## config.mk

```make
export PLATFORM = sky130hd
export DESIGN_NAME = overlay_compositor
export DESIGN_NICKNAME = d
export VERILOG_FILES = /design/src/rtl/overlay_compositor.sv
export SDC_FILE = /design/constraint.sdc
export NUM_CORES = 1
export LEC_CHECK = 0
export BUFFER_PORTS_ARGS = -buffer_cell sky130_fd_sc_hd__buf_2
export CAP_MARGIN = 20
export CORE_MARGIN = 4
export CORE_UTILIZATION = 51
export CTS_CLUSTER_DIAMETER = 200
export CTS_CLUSTER_SIZE = 30
export DETAILED_ROUTE_END_ITERATION = 16
export PLACE_DENSITY = 0.93
export SYNTH_ARGS = -nofsm -noshare
export SYNTH_HDL_FRONTEND = slang
export SYNTH_SLANG_ARGS = --single-unit
```

## constraint.sdc

```tcl
create_clock -name Clk -period 1.95 [get_ports Clk]
set_input_delay 0.0975 -clock Clk [delete_from_list [all_inputs] [get_ports Clk]]
set_output_delay 0.0975 -clock Clk [all_outputs]
set_load 0.02 [all_outputs]
```

## src/rtl/overlay_compositor.sv

```systemverilog
// Two-stage video overlay compositor: stage 1 registers the pixel and computes hit flags,
// stage 2 resolves overlay priority/blend into the registered VGA outputs.
module overlay_compositor #(
  parameter int                CW           = 10,
  parameter int                NUM_BOXES    = 2,
  parameter int                NUM_MARKS    = 2,
  parameter int                BLINK_FRAMES = 0,
  parameter logic [CW-1:0]     TRACE_BLUE   = 'h032
) (
  input  logic                    Clk,
  input  logic                    Reset_n,
  input  logic                    pix_valid,
  input  logic                    frame_start,
  input  logic [9:0]              DrawX,
  input  logic [9:0]              DrawY,
  input  logic [CW-1:0]           iRed,
  input  logic [CW-1:0]           iGreen,
  input  logic [CW-1:0]           iBlue,
  input  logic                    is_ball,
  input  logic                    SHOW_BALL,
  input  logic                    SHOW_BOX,
  input  logic                    traced,
  input  logic                    ABOVE_T,
  input  logic                    blend_mode,
  input  logic [NUM_BOXES-1:0]    box_en,
  input  logic [10*NUM_BOXES-1:0] box_tlx,
  input  logic [10*NUM_BOXES-1:0] box_tly,
  input  logic [10*NUM_BOXES-1:0] box_brx,
  input  logic [10*NUM_BOXES-1:0] box_bry,
  input  logic [10*NUM_MARKS-1:0] mark_x,
  input  logic [10*NUM_MARKS-1:0] mark_y,
  output logic [CW-1:0]           VGA_R,
  output logic [CW-1:0]           VGA_G,
  output logic [CW-1:0]           VGA_B,
  output logic                    out_valid,
  output logic [9:0]              out_x,
  output logic [9:0]              out_y
);

  localparam logic [CW-1:0] FS    = {CW{1'b1}};
  localparam logic [CW-1:0] ZERO  = '0;
  localparam int            CNT_W = (BLINK_FRAMES > 1) ? $clog2(BLINK_FRAMES) : 1;

  // ---------------- cursor blink ----------------
  logic [CNT_W-1:0] frame_cnt_reg;
  logic             cursor_vis_reg;

  always_ff @(posedge Clk or negedge Reset_n) begin
    if (!Reset_n) begin
      frame_cnt_reg  <= '0;
      cursor_vis_reg <= 1'b1;
    end else if ((BLINK_FRAMES != 0) && frame_start) begin
      if (frame_cnt_reg == CNT_W'(BLINK_FRAMES - 1)) begin
        frame_cnt_reg  <= '0;
        cursor_vis_reg <= ~cursor_vis_reg;
      end else begin
        frame_cnt_reg  <= frame_cnt_reg + 1'b1;
      end
    end
  end

  // ---------------- stage 1 hit detection ----------------
  logic [NUM_MARKS-1:0] mark_hit;
  logic [NUM_BOXES-1:0] box_hit;

  generate
    for (genvar gi = 0; gi < NUM_MARKS; gi++) begin : g_mark
      assign mark_hit[gi] = (DrawX == mark_x[10*gi +: 10]) && (DrawY == mark_y[10*gi +: 10]);
    end

    for (genvar gi = 0; gi < NUM_BOXES; gi++) begin : g_box
      logic [9:0] tlx, tly, brx, bry;
      logic       ordered, on_horiz, on_vert;
      assign tlx = box_tlx[10*gi +: 10];
      assign tly = box_tly[10*gi +: 10];
      assign brx = box_brx[10*gi +: 10];
      assign bry = box_bry[10*gi +: 10];
      // Inverted corners would otherwise still light the tlx/brx column, so gate explicitly.
      assign ordered  = (tlx <= brx) && (tly <= bry);
      assign on_horiz = (DrawX >= tlx) && (DrawX <= brx) && ((DrawY == tly) || (DrawY == bry));
      assign on_vert  = (DrawY >= tly) && (DrawY <= bry) && ((DrawX == tlx) || (DrawX == brx));
      assign box_hit[gi] = box_en[gi] && ordered && (on_horiz || on_vert);
    end
  endgenerate

  logic                 s1_valid_reg;
  logic [9:0]           s1_x_reg, s1_y_reg;
  logic [CW-1:0]        s1_r_reg, s1_g_reg, s1_b_reg;
  logic                 s1_cursor_reg, s1_mark_reg, s1_trace_reg, s1_thr_reg, s1_blend_reg;
  logic [NUM_BOXES-1:0] s1_box_reg;

  always_ff @(posedge Clk or negedge Reset_n) begin
    if (!Reset_n) begin
      s1_valid_reg  <= 1'b0;
      s1_x_reg      <= '0;
      s1_y_reg      <= '0;
      s1_r_reg      <= '0;
      s1_g_reg      <= '0;
      s1_b_reg      <= '0;
      s1_cursor_reg <= 1'b0;
      s1_mark_reg   <= 1'b0;
      s1_trace_reg  <= 1'b0;
      s1_thr_reg    <= 1'b0;
      s1_blend_reg  <= 1'b0;
      s1_box_reg    <= '0;
    end else begin
      s1_valid_reg  <= pix_valid;
      s1_x_reg      <= DrawX;
      s1_y_reg      <= DrawY;
      s1_r_reg      <= iRed;
      s1_g_reg      <= iGreen;
      s1_b_reg      <= iBlue;
      // cursor_vis is the pre-update value, so a frame_start pixel sees the old state.
      s1_cursor_reg <= is_ball && SHOW_BALL && cursor_vis_reg;
      s1_mark_reg   <= SHOW_BOX && (|mark_hit);
      s1_trace_reg  <= SHOW_BOX && traced;
      s1_thr_reg    <= SHOW_BOX && ABOVE_T;
      s1_blend_reg  <= blend_mode;
      s1_box_reg    <= SHOW_BOX ? box_hit : '0;
    end
  end

  // ---------------- stage 2 priority select ----------------
  function automatic logic [3*CW-1:0] box_colour(input int idx);
    case (idx % 3)
      0:       box_colour = {ZERO, FS, ZERO};
      1:       box_colour = {ZERO, FS, FS};
      default: box_colour = {FS, ZERO, FS};
    endcase
  endfunction

  logic [3*CW-1:0] box_rgb;
  logic [CW-1:0]   r_next, g_next, b_next;

  always_comb begin
    box_rgb = '0;
    for (int i = NUM_BOXES - 1; i >= 0; i--) begin
      if (s1_box_reg[i]) box_rgb = box_colour(i);
    end

    r_next = s1_r_reg;
    g_next = s1_g_reg;
    b_next = s1_b_reg;
    if (!s1_valid_reg) begin
      r_next = ZERO;
      g_next = ZERO;
      b_next = ZERO;
    end else if (s1_cursor_reg) begin
      r_next = FS;
      g_next = FS;
      b_next = FS;
    end else if (s1_mark_reg) begin
      r_next = FS;
      g_next = ZERO;
      b_next = ZERO;
    end else if (s1_trace_reg) begin
      r_next = FS;
      g_next = FS;
      b_next = TRACE_BLUE;
    end else if (s1_thr_reg) begin
      if (s1_blend_reg) begin
        r_next = s1_r_reg >> 1;
        g_next = s1_g_reg >> 1;
        b_next = (s1_b_reg >> 1) + (FS >> 1);
      end else begin
        r_next = ZERO;
        g_next = ZERO;
        b_next = FS;
      end
    end else if (|s1_box_reg) begin
      {r_next, g_next, b_next} = box_rgb;
    end
  end

  always_ff @(posedge Clk or negedge Reset_n) begin
    if (!Reset_n) begin
      VGA_R     <= '0;
      VGA_G     <= '0;
      VGA_B     <= '0;
      out_valid <= 1'b0;
      out_x     <= '0;
      out_y     <= '0;
    end else begin
      VGA_R     <= r_next;
      VGA_G     <= g_next;
      VGA_B     <= b_next;
      out_valid <= s1_valid_reg;
      out_x     <= s1_x_reg;
      out_y     <= s1_y_reg;
    end
  end

endmodule

```

==> flow_summary.rst, run 1 <==
.. list-table::
   :header-rows: 1

   * - Metric
     - Value
   * - Final hold vios
     - 0
   * - Buffers added on ports
     - 229
   * - Largest area contributor in the netlist
     - sky130_fd_sc_hd__dfrtp_1
   * - Commonest non-fill, non-tap cell in the layout
     - sky130_fd_sc_hd__buf_2
   * - Via count
     - 6,364
   * - Post-synth top flop
     - sky130_fd_sc_hd__dfrtp_1
   * - Number of nets in the synthesized netlist
     - 998
   * - Number of non-filler instances in the completed layout
     - 1,172
   * - Number of nets still failing antenna checks after routing
     - 0
   * - H-tree depth
     - 3
   * - Clock period minus final worst setup slack
     - 1.79 ns
   * - Per-instance average area after synthesis
     - 9.82 µm²
   * - Die Ht
     - 124 µm
   * - Avg Vias per Cell
     - 5.43
   * - Gr usage total
     - 26.6%
   * - Critical Path End Type
     - flop
   * - RD Place Congestion
     - 0.956
   * - Iteration-0 DRC count of the detailed router
     - a little under 500
   * - Antenna violations before repair
     - 3
   * - Number of warning messages in the yosys log
     - 1
   * - Type of the most critical hold path
     - in -> reg
   * - Cell count of the worst reg-to-reg path
     - 5
   * - Pin count of the biggest net entering global routing
     - 41
   * - Core region area
     - ~13,000 µm²
   * - Total length of routed wires
     - 20,500 µm
   * - Peak Freq
     - about 0.56 GHz
   * - Number of distinct library cells after synthesis
     - 39
   * - Highest net fanout along the worst path
     - 3
   * - Count of pins over their slew limit
     - 0
   * - Die Outline Area
     - 15,300 µm²
   * - Worst clock skew on the final layout
     - roughly 0.0074 ns
   * - Root buffer cell
     - sky130_fd_sc_hd__clkbuf_16
   * - Layout Cell Area excl Fill
     - about 9100 µm²
   * - Slack of the worst reg-to-reg path
     - about 0.40 ns
   * - Placed standard-cell area
     - 8380 µm²
   * - Proportion of synthesized flip-flops having asynchronous set or reset
     - 100%
   * - Hold slack
     - 0.0204 ns
   * - Register clock-pin slew on the reported worst setup and hold paths
     - roughly 0.070 ns
   * - Count of boundary I/O pins
     - ~230
   * - Portion of the post-synthesis area used by sequential elements
     - 39.6%
   * - Number of clock sinks seen by CTS
     - 108
   * - Startpoint of the lowest-slack register-to-register path
     - s1_box_reg[1]
   * - Global-route wire length before repair
     - 31,100 µm
   * - RSZ-0062 raised after global routing
     - no
   * - HPWL after detailed placement
     - ~17,000 µm
   * - Postcts setup bufs
     - 0
   * - Worst slew margin relative to its limit
     - 63.8%
   * - Critical path arrival
     - 2.02 ns
   * - DRC violation count after routing
     - 0
   * - Max cap viols
     - 0
   * - Outcome
     - complete, no violations
   * - Capture point of the worst reg-to-reg path
     - VGA_G[3]
   * - Required time of the worst setup path
     - 2.18 ns
   * - Number of endpoints failing setup at the final stage
     - 0
   * - Gate count after technology mapping
     - roughly 700
   * - Leakage
     - 4.81 nW
   * - Number of flops mapped to enable cells by yosys
     - 0
   * - CTS hold repair buffers
     - 39
   * - Number of global-route vias before repair
     - 6,434
   * - Final clock period utilization by the worst path
     - 91.7%
   * - Start point of the worst hold path
     - box_en[1]
   * - Worst hold path cell count
     - 3
   * - CP Class
     - in -> reg
   * - Power density over the cells
     - 629 nW/µm²
   * - Stage delay of the slowest cell on the critical path
     - 0.57 ns
   * - Worst path slowest cell
     - sky130_fd_sc_hd__a2111oi_0
   * - Fraction of final layout cells sized beyond drive strength 1
     - 28.8%
   * - Leading post-synthesis cells by cell area
     - sky130_fd_sc_hd__dfrtp_1 (40%), sky130_fd_sc_hd__ha_1 (22%), sky130_fd_sc_hd__inv_1 (5.3%)
   * - Number of clock buffers inserted by TritonCTS
     - 9
   * - Number of gates resized after cts
     - 0
   * - Starting utilization of the core area
     - 53.0%
   * - Worst supply voltage drop on vdd
     - ~0.6 mV
   * - Placed Cells incl. Taps
     - 1,115
   * - Layout overhead on the synthesized area
     - 33.4%
   * - Commonest non-fill, non-tap cells in the layout
     - sky130_fd_sc_hd__buf_2 (228), sky130_fd_sc_hd__ha_1 (121), sky130_fd_sc_hd__dfrtp_1 (108)
   * - Combined area of all synthesized cells
     - 6820 µm²
   * - Later-pin clock latency in the skew report
     - 0.34 ns
   * - CTS tree
     - done
   * - Worst Hold Path EP
     - s1_box_reg[1]
   * - Cell breakdown of the critical path
     - buf_2 > inv_1 > ha_1 > a21oi_1 > o21ai_0 > a2111oi_0 > o221ai_1 > a2111oi_2
   * - Synth Register Bits
     - 108
   * - Startpoint kind of the worst setup timing path
     - input port
   * - Floorplan row count
     - approximately 40
   * - GRT overflow
     - 0
   * - Proportion of netlist area held by the largest area contributor
     - 39.6%
   * - TritonRoute pass-1 iters
     - 6
   * - Mean routed wirelength per cell
     - 17.5 µm
   * - DIE WIDTH
     - 124 µm
   * - Measured slew at the worst slew-check pin
     - 0.530 ns
   * - Buffer depth of the longest clock path
     - 2
   * - Post-layout nets
     - between 1,000 and 1,500
-- through the flow --
step           utilization [%]  total power [mW]  TNS [ns]  setup slack [ns]
2_1_floorplan                -              3.14         0             0.314
3_5_place_dp              65.1              3.75    -0.254            -0.147
3_3_place_gp              65.1              3.69   -0.0993           -0.0551
5_1_grt                   70.7              6.01         0             0.109
4_1_cts                   70.7              5.75         0             0.207
6_report                  70.7              5.72         0             0.162
-- where the power goes --
group	switching (mW)	internal [mW]	leakage, nW
combinational	0.754	0.614	3.35
sequential	0.0613	2.36	1.30
clock	0.773	1.16	0.159
-- layout make-up --
| class | instances | area (µm²) |
|---|---|---|
| clock inverters | 6 | 86.3 |
| diodes | 2 | 5.00 |
| clock buffers | 10 | 239 |
| fillers | 941 | 3770 |
| repair buffers | 299 | 1780 |
| flip-flops and latches | 108 | 2700 |
| inverters | 96 | 360 |
| multi-input cells | 479 | 3710 |
| well taps | 172 | 215 |
-- metal layers --
layer	part of all wire, %	GRT usage (%)
met4	4.5	12.5
met3	7.8	4.95
met2	51	49.2
met1	36	29.3
met5	0.059	0
-- logic make-up (layout without fill, tap and decap cells) --
group / Yosys count / in the layout / share of synthesized area, %
and+or+nand+nor: 162 / 162 / 11.9
AOI/OAI and AO/OA: 150 / 150 / 14.4
adders and majority gates: 121 / 121 / 22.2
DFF: 108 / 108 / 39.6
buffers and inverters: 108 / 411 / 6.00
xor gates and xnor gates: 46 / 46 / 5.90
other: 0 / 2 / 0
-- how the worst max path moves through the flow --
stage / depth (start not counted) / from / to
2_1_floorplan: 7 / box_bry[7] / s1_box_reg[0]
3_3_place_gp: 8 / DrawX[7] / s1_box_reg[1]
3_5_place_dp: 7 / DrawX[5] / s1_box_reg[0]
4_1_cts: 7 / DrawX[5] / s1_box_reg[0]
5_1_grt: 8 / DrawX[7] / s1_box_reg[1]
6_report: 8 / box_brx[5] / s1_box_reg[0]
-- critical path, delay by kind of cell --
family / cells / cell delay [ns]
buffers and inverters: 2 / 0.19
adder cells (fa/ha/maj): 1 / 0.26
AO/OA/AOI/OAI: 5 / 1.46
-- cell usage after synthesis (2+ instances only) --
master,n
sky130_fd_sc_hd__a2111oi_0,4
sky130_fd_sc_hd__a2111oi_2,4
sky130_fd_sc_hd__a211o_1,3
sky130_fd_sc_hd__a211oi_1,16
sky130_fd_sc_hd__a21o_1,7
sky130_fd_sc_hd__a21oi_1,53
sky130_fd_sc_hd__a221oi_1,9
sky130_fd_sc_hd__a31o_2,3
sky130_fd_sc_hd__a31oi_1,8
sky130_fd_sc_hd__and2_1,4
sky130_fd_sc_hd__buf_2,3
sky130_fd_sc_hd__clkbuf_1,9
sky130_fd_sc_hd__dfrtp_1,108
sky130_fd_sc_hd__ha_1,121
sky130_fd_sc_hd__inv_1,96
sky130_fd_sc_hd__nand2_1,20
sky130_fd_sc_hd__nand2b_1,13
sky130_fd_sc_hd__nand3_1,8
sky130_fd_sc_hd__nand4_1,31
sky130_fd_sc_hd__nor2_1,53
sky130_fd_sc_hd__nor2b_1,11
sky130_fd_sc_hd__nor3_1,11
sky130_fd_sc_hd__nor4_1,5
sky130_fd_sc_hd__o21a_1,2
sky130_fd_sc_hd__o21ai_0,29
sky130_fd_sc_hd__o221ai_1,4
sky130_fd_sc_hd__o31ai_1,2
sky130_fd_sc_hd__o41a_1,2
sky130_fd_sc_hd__or2_2,2
sky130_fd_sc_hd__xnor2_1,29
sky130_fd_sc_hd__xor2_1,17
No activity file was read; power rests on OpenSTA's default activity.
==> run 2: changes to the inputs <==
Settings changed: PLACE_DENSITY 0.93 to default, PLACE_DENSITY_LB_ADDON from default to 0.3.
==> flow_summary.rst, run 2 (synthesis results as in run 1) <==
.. list-table::
   :header-rows: 1

   * - Metric
     - Value
   * - Outcome
     - complete, no violations
   * - DIE WIDTH
     - 124 µm (unchanged)
   * - Floorplan row count
     - 41 (unchanged)
   * - Hold slack
     - 0.00685 ns (-0.0136 ns)
   * - GRT overflow
     - 0 (unchanged)
   * - Iteration-0 DRC count of the detailed router
     - 453 (-7.4%)
   * - Leakage
     - 4.83 nW (+0.43%)
   * - Placed Cells incl. Taps
     - 1,121 (+0.54%)
   * - Register clock-pin slew on the reported worst setup and hold paths
     - 0.06 ns (about the same)
   * - Die Ht
     - 124 µm (unchanged)
   * - Final hold vios
     - 0 (unchanged)
   * - Sum of internal, switching and leakage power
     - 5.47 mW (-4.4%)
   * - Clock period minus final worst setup slack
     - 1.76 ns (-0.0276 ns)
   * - Mean routed wirelength per cell
     - 16.0 µm (-8.2%)
   * - Gr usage total
     - 24.9% (-1.7 points)
   * - CTS tree
     - done
   * - Measured slew at the worst slew-check pin
     - 0.522 ns (-0.00791 ns)
   * - Buffer depth of the longest clock path
     - 2 (unchanged)
   * - Count of boundary I/O pins
     - 233 (unchanged)
   * - Startpoint kind of the worst setup timing path
     - input port
   * - Post-layout nets
     - 1,302 (+0.46%)
   * - Highest net fanout along the worst path
     - 3 (unchanged)
   * - Max cap viols
     - 0 (unchanged)
   * - Die Outline Area
     - 15,300 µm² (unchanged)
   * - Antenna violations before repair
     - 3 (unchanged)
   * - Final clock period utilization by the worst path
     - 90.3% (-1.4 points)
   * - TritonRoute pass-1 iters
     - 6 (unchanged)
   * - H-tree depth
     - 3 (unchanged)
   * - Root buffer cell
     - sky130_fd_sc_hd__clkbuf_16
   * - Core region area
     - 12,900 µm² (unchanged)
   * - Critical Path End Type
     - flop
   * - Post-route worst setup slack
     - 0.190 ns (+0.0276 ns)
   * - Met2 Routed Length
     - 9050 µm (-14%)
   * - Total length of routed met3 wires
     - 1660 µm (+4.4%)
   * - Count of pins over their slew limit
     - 0 (unchanged)
   * - Worst clock skew on the final layout
     - 0.00526 ns (-0.00214 ns)
   * - Number of clock sinks seen by CTS
     - 108 (unchanged)
   * - Worst slew margin relative to its limit
     - 65.2% (+1.4 points)
   * - Peak Freq
     - 0.568 GHz (+1.6%)
   * - Power density over the cells
     - 600 nW/µm² (-4.6%)
   * - Commonest non-fill, non-tap cell in the layout
     - sky130_fd_sc_hd__buf_2
   * - Layout Cell Area excl Fill
     - 9130 µm² (+0.25%)
   * - Total length of routed wires
     - 18,900 µm (-7.7%)
   * - Number of clock buffers inserted by TritonCTS
     - 9 (unchanged)
   * - Fraction of final layout cells sized beyond drive strength 1
     - 29.2% (+0.43 points)
   * - Layout overhead on the synthesized area
     - 33.8%
   * - Number of endpoints failing setup at the final stage
     - 0 (unchanged)
   * - Later-pin clock latency in the skew report
     - 0.35 ns (about the same)
   * - Avg Vias per Cell
     - 5.16 (-4.9%)
   * - Highest metal layer used by the detailed router
     - met5
   * - Number of non-filler instances in the completed layout
     - 1,178 (+0.51%)
   * - Required time of the worst setup path
     - 2.17 ns (about the same)
   * - Summed negative setup slack over all endpoints
     - 0 ns (unchanged)
   * - DRC violation count after routing
     - 0 (unchanged)
   * - RD Place Congestion
     - 0.950 (-0.59%)
   * - Worst-case setup slack after placement
     - -0.196 ns (-0.0491 ns)
   * - Pin count of the biggest net entering global routing
     - 39 (-4.9%)
   * - Type of the most critical hold path
     - in -> reg
   * - RSZ-0062 raised after global routing
     - no
   * - Worst supply voltage drop on vdd
     - 0.449 mV (-24%)
   * - Routed length on met1
     - 7700 µm (+3.2%)
   * - Critical path arrival
     - 1.98 ns (-0.04 ns)
   * - Postcts setup bufs
     - 0 (unchanged)
   * - Global-route wire length before repair
     - 29,200 µm (-6.3%)
   * - Placed standard-cell area
     - 8440 µm² (+0.69%)
   * - Number of fill cells
     - 1,029 (+9.4%)
   * - Via count
     - 6,081 (-4.4%)
   * - Post-layout utilization of the core
     - 70.9% (+0.17 points)
   * - CP Class
     - in -> reg
   * - Number of global-route vias before repair
     - 6,129 (-4.7%)
   * - Number of nets still failing antenna checks after routing
     - 0 (unchanged)
   * - Starting utilization of the core area
     - 53.0% (unchanged)
   * - Commonest non-fill, non-tap cells in the layout
     - sky130_fd_sc_hd__buf_2 (228), sky130_fd_sc_hd__ha_1 (121), sky130_fd_sc_hd__dfrtp_1 (108)
   * - Buffers added on ports
     - 229 (unchanged)
   * - HPWL after detailed placement
     - 15,600 µm (-6.0%)
-- run 2: cell count changes in the layout (fill, tap and decap cells not counted), sizes merged --
cell    before  now
buf        260  266
bufinv       2    0
inv         97   96
clkinv       2    3
clkbuf      10   12
-- run 2: power breakdown --
| part | switching (mW) | internal [mW] |
|---|---|---|
| clock network | 0.749 | 0.963 |
| registers | 0.0494 | 2.36 |
| logic | 0.732 | 0.619 |
-- run 2: final timing paths --
path	from	to	slack, ns	cells after the start
setup / recovery	DrawX[7]	s1_box_reg[0]	0.19	8
max in group asynchronous	Reset_n	s1_y_reg[1]	1.15	3
min in group asynchronous	Reset_n	VGA_G[5]	0.26	2
hold reg to reg	s1_x_reg[3]	out_x[3]	0.35	0
hold / removal	box_en[0]	s1_box_reg[0]	0.007	3
setup reg to reg	s1_b_reg[5]	VGA_B[8]	0.34	4
-- run 2: layer usage --
| metal | GRT usage (%) | vias to the layer above |
|---|---|---|
| met3 | 4.31 | 33 |
| met4 | 9.00 | 4 |
| li1 | - | 3048 |
| met1 | 30.8 | 2749 |
| met5 | 0 | - |
| met2 | 43.6 | 247 |
-- run 2: cell type report --
class                           instances  area, µm²  area share, %
Clock inverter                          4       22.5          0.247
Sequential cell                       108       2700           29.6
Timing Repair Buffer                  305       1840           20.2
Multi-Input combinational cell        479       3710           40.7
Antenna cell                            2       5.00         0.0548
Tap cell                              172        215           2.36
Clock buffer                           12        267           2.92
Inverter                               96        360           3.95
-- run 2: critical path, cell delays in order --
cell                        delay [ns]
sky130_fd_sc_hd__buf_2            0.12
sky130_fd_sc_hd__ha_1             0.31
sky130_fd_sc_hd__a211oi_1         0.23
sky130_fd_sc_hd__nor2_1           0.08
sky130_fd_sc_hd__a2111oi_1        0.46
sky130_fd_sc_hd__buf_4            0.19
sky130_fd_sc_hd__o221ai_1         0.13
sky130_fd_sc_hd__a2111oi_2        0.37
-- run 2: timing repair --
action,in CTS,in global routing
hold buffers,39,0
hold endpoints to repair,74,0
setup endpoints to repair,0,1
resized for setup,0,1
==> run 3: changes to the inputs <==
Settings changed: CELL_PAD_IN_SITES_DETAIL_PLACEMENT from default to 0, CELL_PAD_IN_SITES_GLOBAL_PLACEMENT from default to 1, CORE_UTILIZATION 51 to 38.
==> flow_summary.rst, run 3 (synthesis results as in run 1) <==
.. list-table::
   :header-rows: 1

   * - Metric
     - Value
   * - Post-layout nets
     - 1,298 (-0.31%)
   * - Gate power share
     - 24.4% (-0.3 points)
   * - Floorplan row count
     - 48 (+17%)
   * - Startpoint kind of the worst setup timing path
     - input port
   * - Commonest non-fill, non-tap cells in the layout
     - sky130_fd_sc_hd__buf_2 (228), sky130_fd_sc_hd__ha_1 (121), sky130_fd_sc_hd__dfrtp_1 (108)
   * - Hold slack
     - 0.0176 ns (+0.0108 ns)
   * - Type of the most critical hold path
     - in -> reg
   * - DRC violation count after routing
     - 0 (unchanged)
   * - Peak Freq
     - 0.565 GHz (-0.60%)
   * - Final clock period utilization by the worst path
     - 90.8% (+0.55 points)
   * - Avg Vias per Cell
     - 4.91 (-4.8%)
   * - Critical path arrival
     - 1.98 ns (about the same)
   * - RSZ-0062 raised after global routing
     - no
   * - Fraction of final layout cells sized beyond drive strength 1
     - 28.8% (-0.35 points)
   * - Commonest non-fill, non-tap cell in the layout
     - sky130_fd_sc_hd__buf_2
   * - CTS tree
     - done
   * - Clock share of power
     - 31.9% (+0.6 points)
   * - Count of boundary I/O pins
     - 233 (unchanged)
   * - Outcome
     - complete, no violations
   * - Cell count of the worst reg-to-reg path
     - 5 (+1)
   * - Stage delay of the slowest cell on the critical path
     - 0.50 ns (+0.04 ns)
   * - Via count
     - 6,022 (-0.97%)
   * - CP Class
     - in -> reg
   * - Die Outline Area
     - 20,200 µm² (+32%)
   * - Layout overhead on the synthesized area
     - 34.1%
   * - Number of clock sinks seen by CTS
     - 108 (unchanged)
   * - Count of buffering cells on the critical path with inverters included
     - 2 (unchanged)
   * - Root buffer cell
     - sky130_fd_sc_hd__clkbuf_16
   * - Number of gates resized after cts
     - 0 (unchanged)
   * - Switching pwr
     - 1.54 mW (+0.83%)
   * - Gr usage total
     - 19.6% (-5.3 points)
   * - Worst path slowest cell
     - sky130_fd_sc_hd__a2111oi_0
   * - Measured slew at the worst slew-check pin
     - 0.558 ns (+0.0359 ns)
   * - Register clock-pin slew on the reported worst setup and hold paths
     - 0.07 ns (about the same)
   * - Summed negative setup slack over all endpoints
     - 0 ns (unchanged)
   * - Number of endpoints failing setup at the final stage
     - 0 (unchanged)
   * - Worst supply voltage drop on vdd
     - 0.655 mV (+46%)
   * - Number of global-route vias before repair
     - 6,135 (+0.098%)
   * - Iteration-0 DRC count of the detailed router
     - 198 (-56%)
   * - Number of fill cells
     - 1,659 (+61%)
   * - Highest net fanout along the worst path
     - 3 (unchanged)
   * - Kind of cell adding the most delay to the critical path
     - compound AO/OA/AOI/OAI gates
   * - Clock period minus final worst setup slack
     - 1.77 ns (+0.0106 ns)
   * - Max cap viols
     - 0 (unchanged)
   * - Power density over the cells
     - 602 nW/µm² (+0.43%)
   * - GRT overflow
     - 0 (unchanged)
   * - Die Ht
     - 142 µm (+15%)
   * - Post-route worst setup slack
     - 0.179 ns (-0.0106 ns)
   * - Placed Cells incl. Taps
     - 1,171 (+4.5%)
   * - Postcts setup bufs
     - 0 (unchanged)
   * - Number of clock buffers inserted by TritonCTS
     - 9 (unchanged)
   * - Count of pins over their slew limit
     - 0 (unchanged)
   * - Required time of the worst setup path
     - 2.16 ns (about the same)
   * - Worst hold path cell count
     - 1 (-2)
   * - Leakage
     - 4.80 nW (-0.69%)
   * - Buffers added on ports
     - 229 (unchanged)
   * - Antenna violations before repair
     - 4 (+1)
   * - P_int
     - 3.97 mW (+0.61%)
   * - DIE WIDTH
     - 142 µm (+15%)
   * - Mean routed wirelength per cell
     - 16.0 µm (-0.18%)
   * - Worst slew margin relative to its limit
     - 62.8% (-2.4 points)
   * - TritonRoute pass-1 iters
     - 4 (-2)
   * - Post-layout utilization of the core
     - 52.4% (-19 points)
   * - Total length of routed wires
     - 19,600 µm (+3.9%)
   * - Cell breakdown of the critical path
     - buf_2 > ha_1 > a21oi_1 > o21ai_0 > a2111oi_0 > buf_4 > o221ai_1 > a2111oi_2
   * - Final hold vios
     - 0 (unchanged)
   * - Worst-case setup slack after placement
     - -0.222 ns (-0.0252 ns)
   * - Critical Path End Type
     - flop
   * - Number of nets still failing antenna checks after routing
     - 0 (unchanged)
   * - Buffer depth of the longest clock path
     - 2 (unchanged)
   * - H-tree depth
     - 3 (unchanged)
   * - Pin count of the biggest net entering global routing
     - 109 (+180%)
   * - HPWL after detailed placement
     - 16,400 µm (+4.8%)
   * - Part of the power in registers
     - 43.7% (-0.3 points)
   * - Placed standard-cell area
     - 8470 µm² (+0.37%)
   * - Layout Cell Area excl Fill
     - 9150 µm² (+0.25%)
   * - Switching part of the total
     - 28.0% (+0.042 points)
   * - RD Place Congestion
     - 0.943 (-0.79%)
   * - Later-pin clock latency in the skew report
     - 0.34 ns (about the same)
   * - Sum of internal, switching and leakage power
     - 5.51 mW (+0.67%)
   * - Global-route wire length before repair
     - 31,100 µm (+6.6%)
   * - Worst clock skew on the final layout
     - 0.00482 ns (-0.000441 ns)
   * - Core region area
     - 17,500 µm² (+36%)
   * - Starting utilization of the core area
     - 39.0% (-14 points)
   * - Number of non-filler instances in the completed layout
     - 1,226 (+4.1%)
   * - Total stage count of the critical path
     - 8 (unchanged)
   * - CTS hold repair buffers
     - 38 (-2.6%)
run 3: changes by cell type in the layout (fill, tap and decap cells not counted), sizes merged:
cell         change
bufinv           +1
inv              +1
clkinvlp         +1
dlygate4sd3      -1
buf              -3
clkbuf           -2
clkinv           -2
run 3: area by class of cell:
cell class	count	area, µm²	area share [%]
well taps	225	282	3.08
diodes	2	5.00	0.0547
clock buffers	10	229	2.50
clock inverters	5	62.6	0.684
multi-input cells	479	3710	40.6
inverters	96	360	3.94
repair buffers	301	1800	19.6
flip-flops and latches	108	2700	29.5
run 3: power by group through the flow:
| stage | Sequential [mW] | Clock, mW | Combinational, mW |
|---|---|---|---|
| 2_1_floorplan | 2.53 | 0 | 0.603 |
| 3_3_place_gp | 2.45 | 0 | 1.29 |
| 3_5_place_dp | 2.45 | 0 | 1.29 |
| 4_1_cts | 2.41 | 1.82 | 1.36 |
| 5_1_grt | 2.42 | 1.92 | 1.53 |
| 6_report | 2.41 | 1.76 | 1.34 |
run 3: final timing paths:
kind | start | endpoint | slack, ns
worst max-delay path | DrawX[5] | s1_box_reg[1] | 0.18
worst min register to register | s1_x_reg[6] | out_x[6] | 0.35
worst max register to register | s1_b_reg[1] | VGA_B[5] | 0.39
max in group asynchronous | Reset_n | s1_r_reg[0] | 1.16
worst min-delay path | DrawY[9] | s1_y_reg[9] | 0.02
min in group asynchronous | Reset_n | VGA_G[2] | 0.38
run 3: per-layer routing:
metal | global-route usage (%) | up-vias | share of wire [%]
li1 | - | 3047 | -
met1 | 27.1 | 2743 | 46
met2 | 32.2 | 205 | 46
met3 | 3.66 | 19 | 7.0
met4 | 4.14 | 8 | 0.85
met5 | 0 | - | 0.24
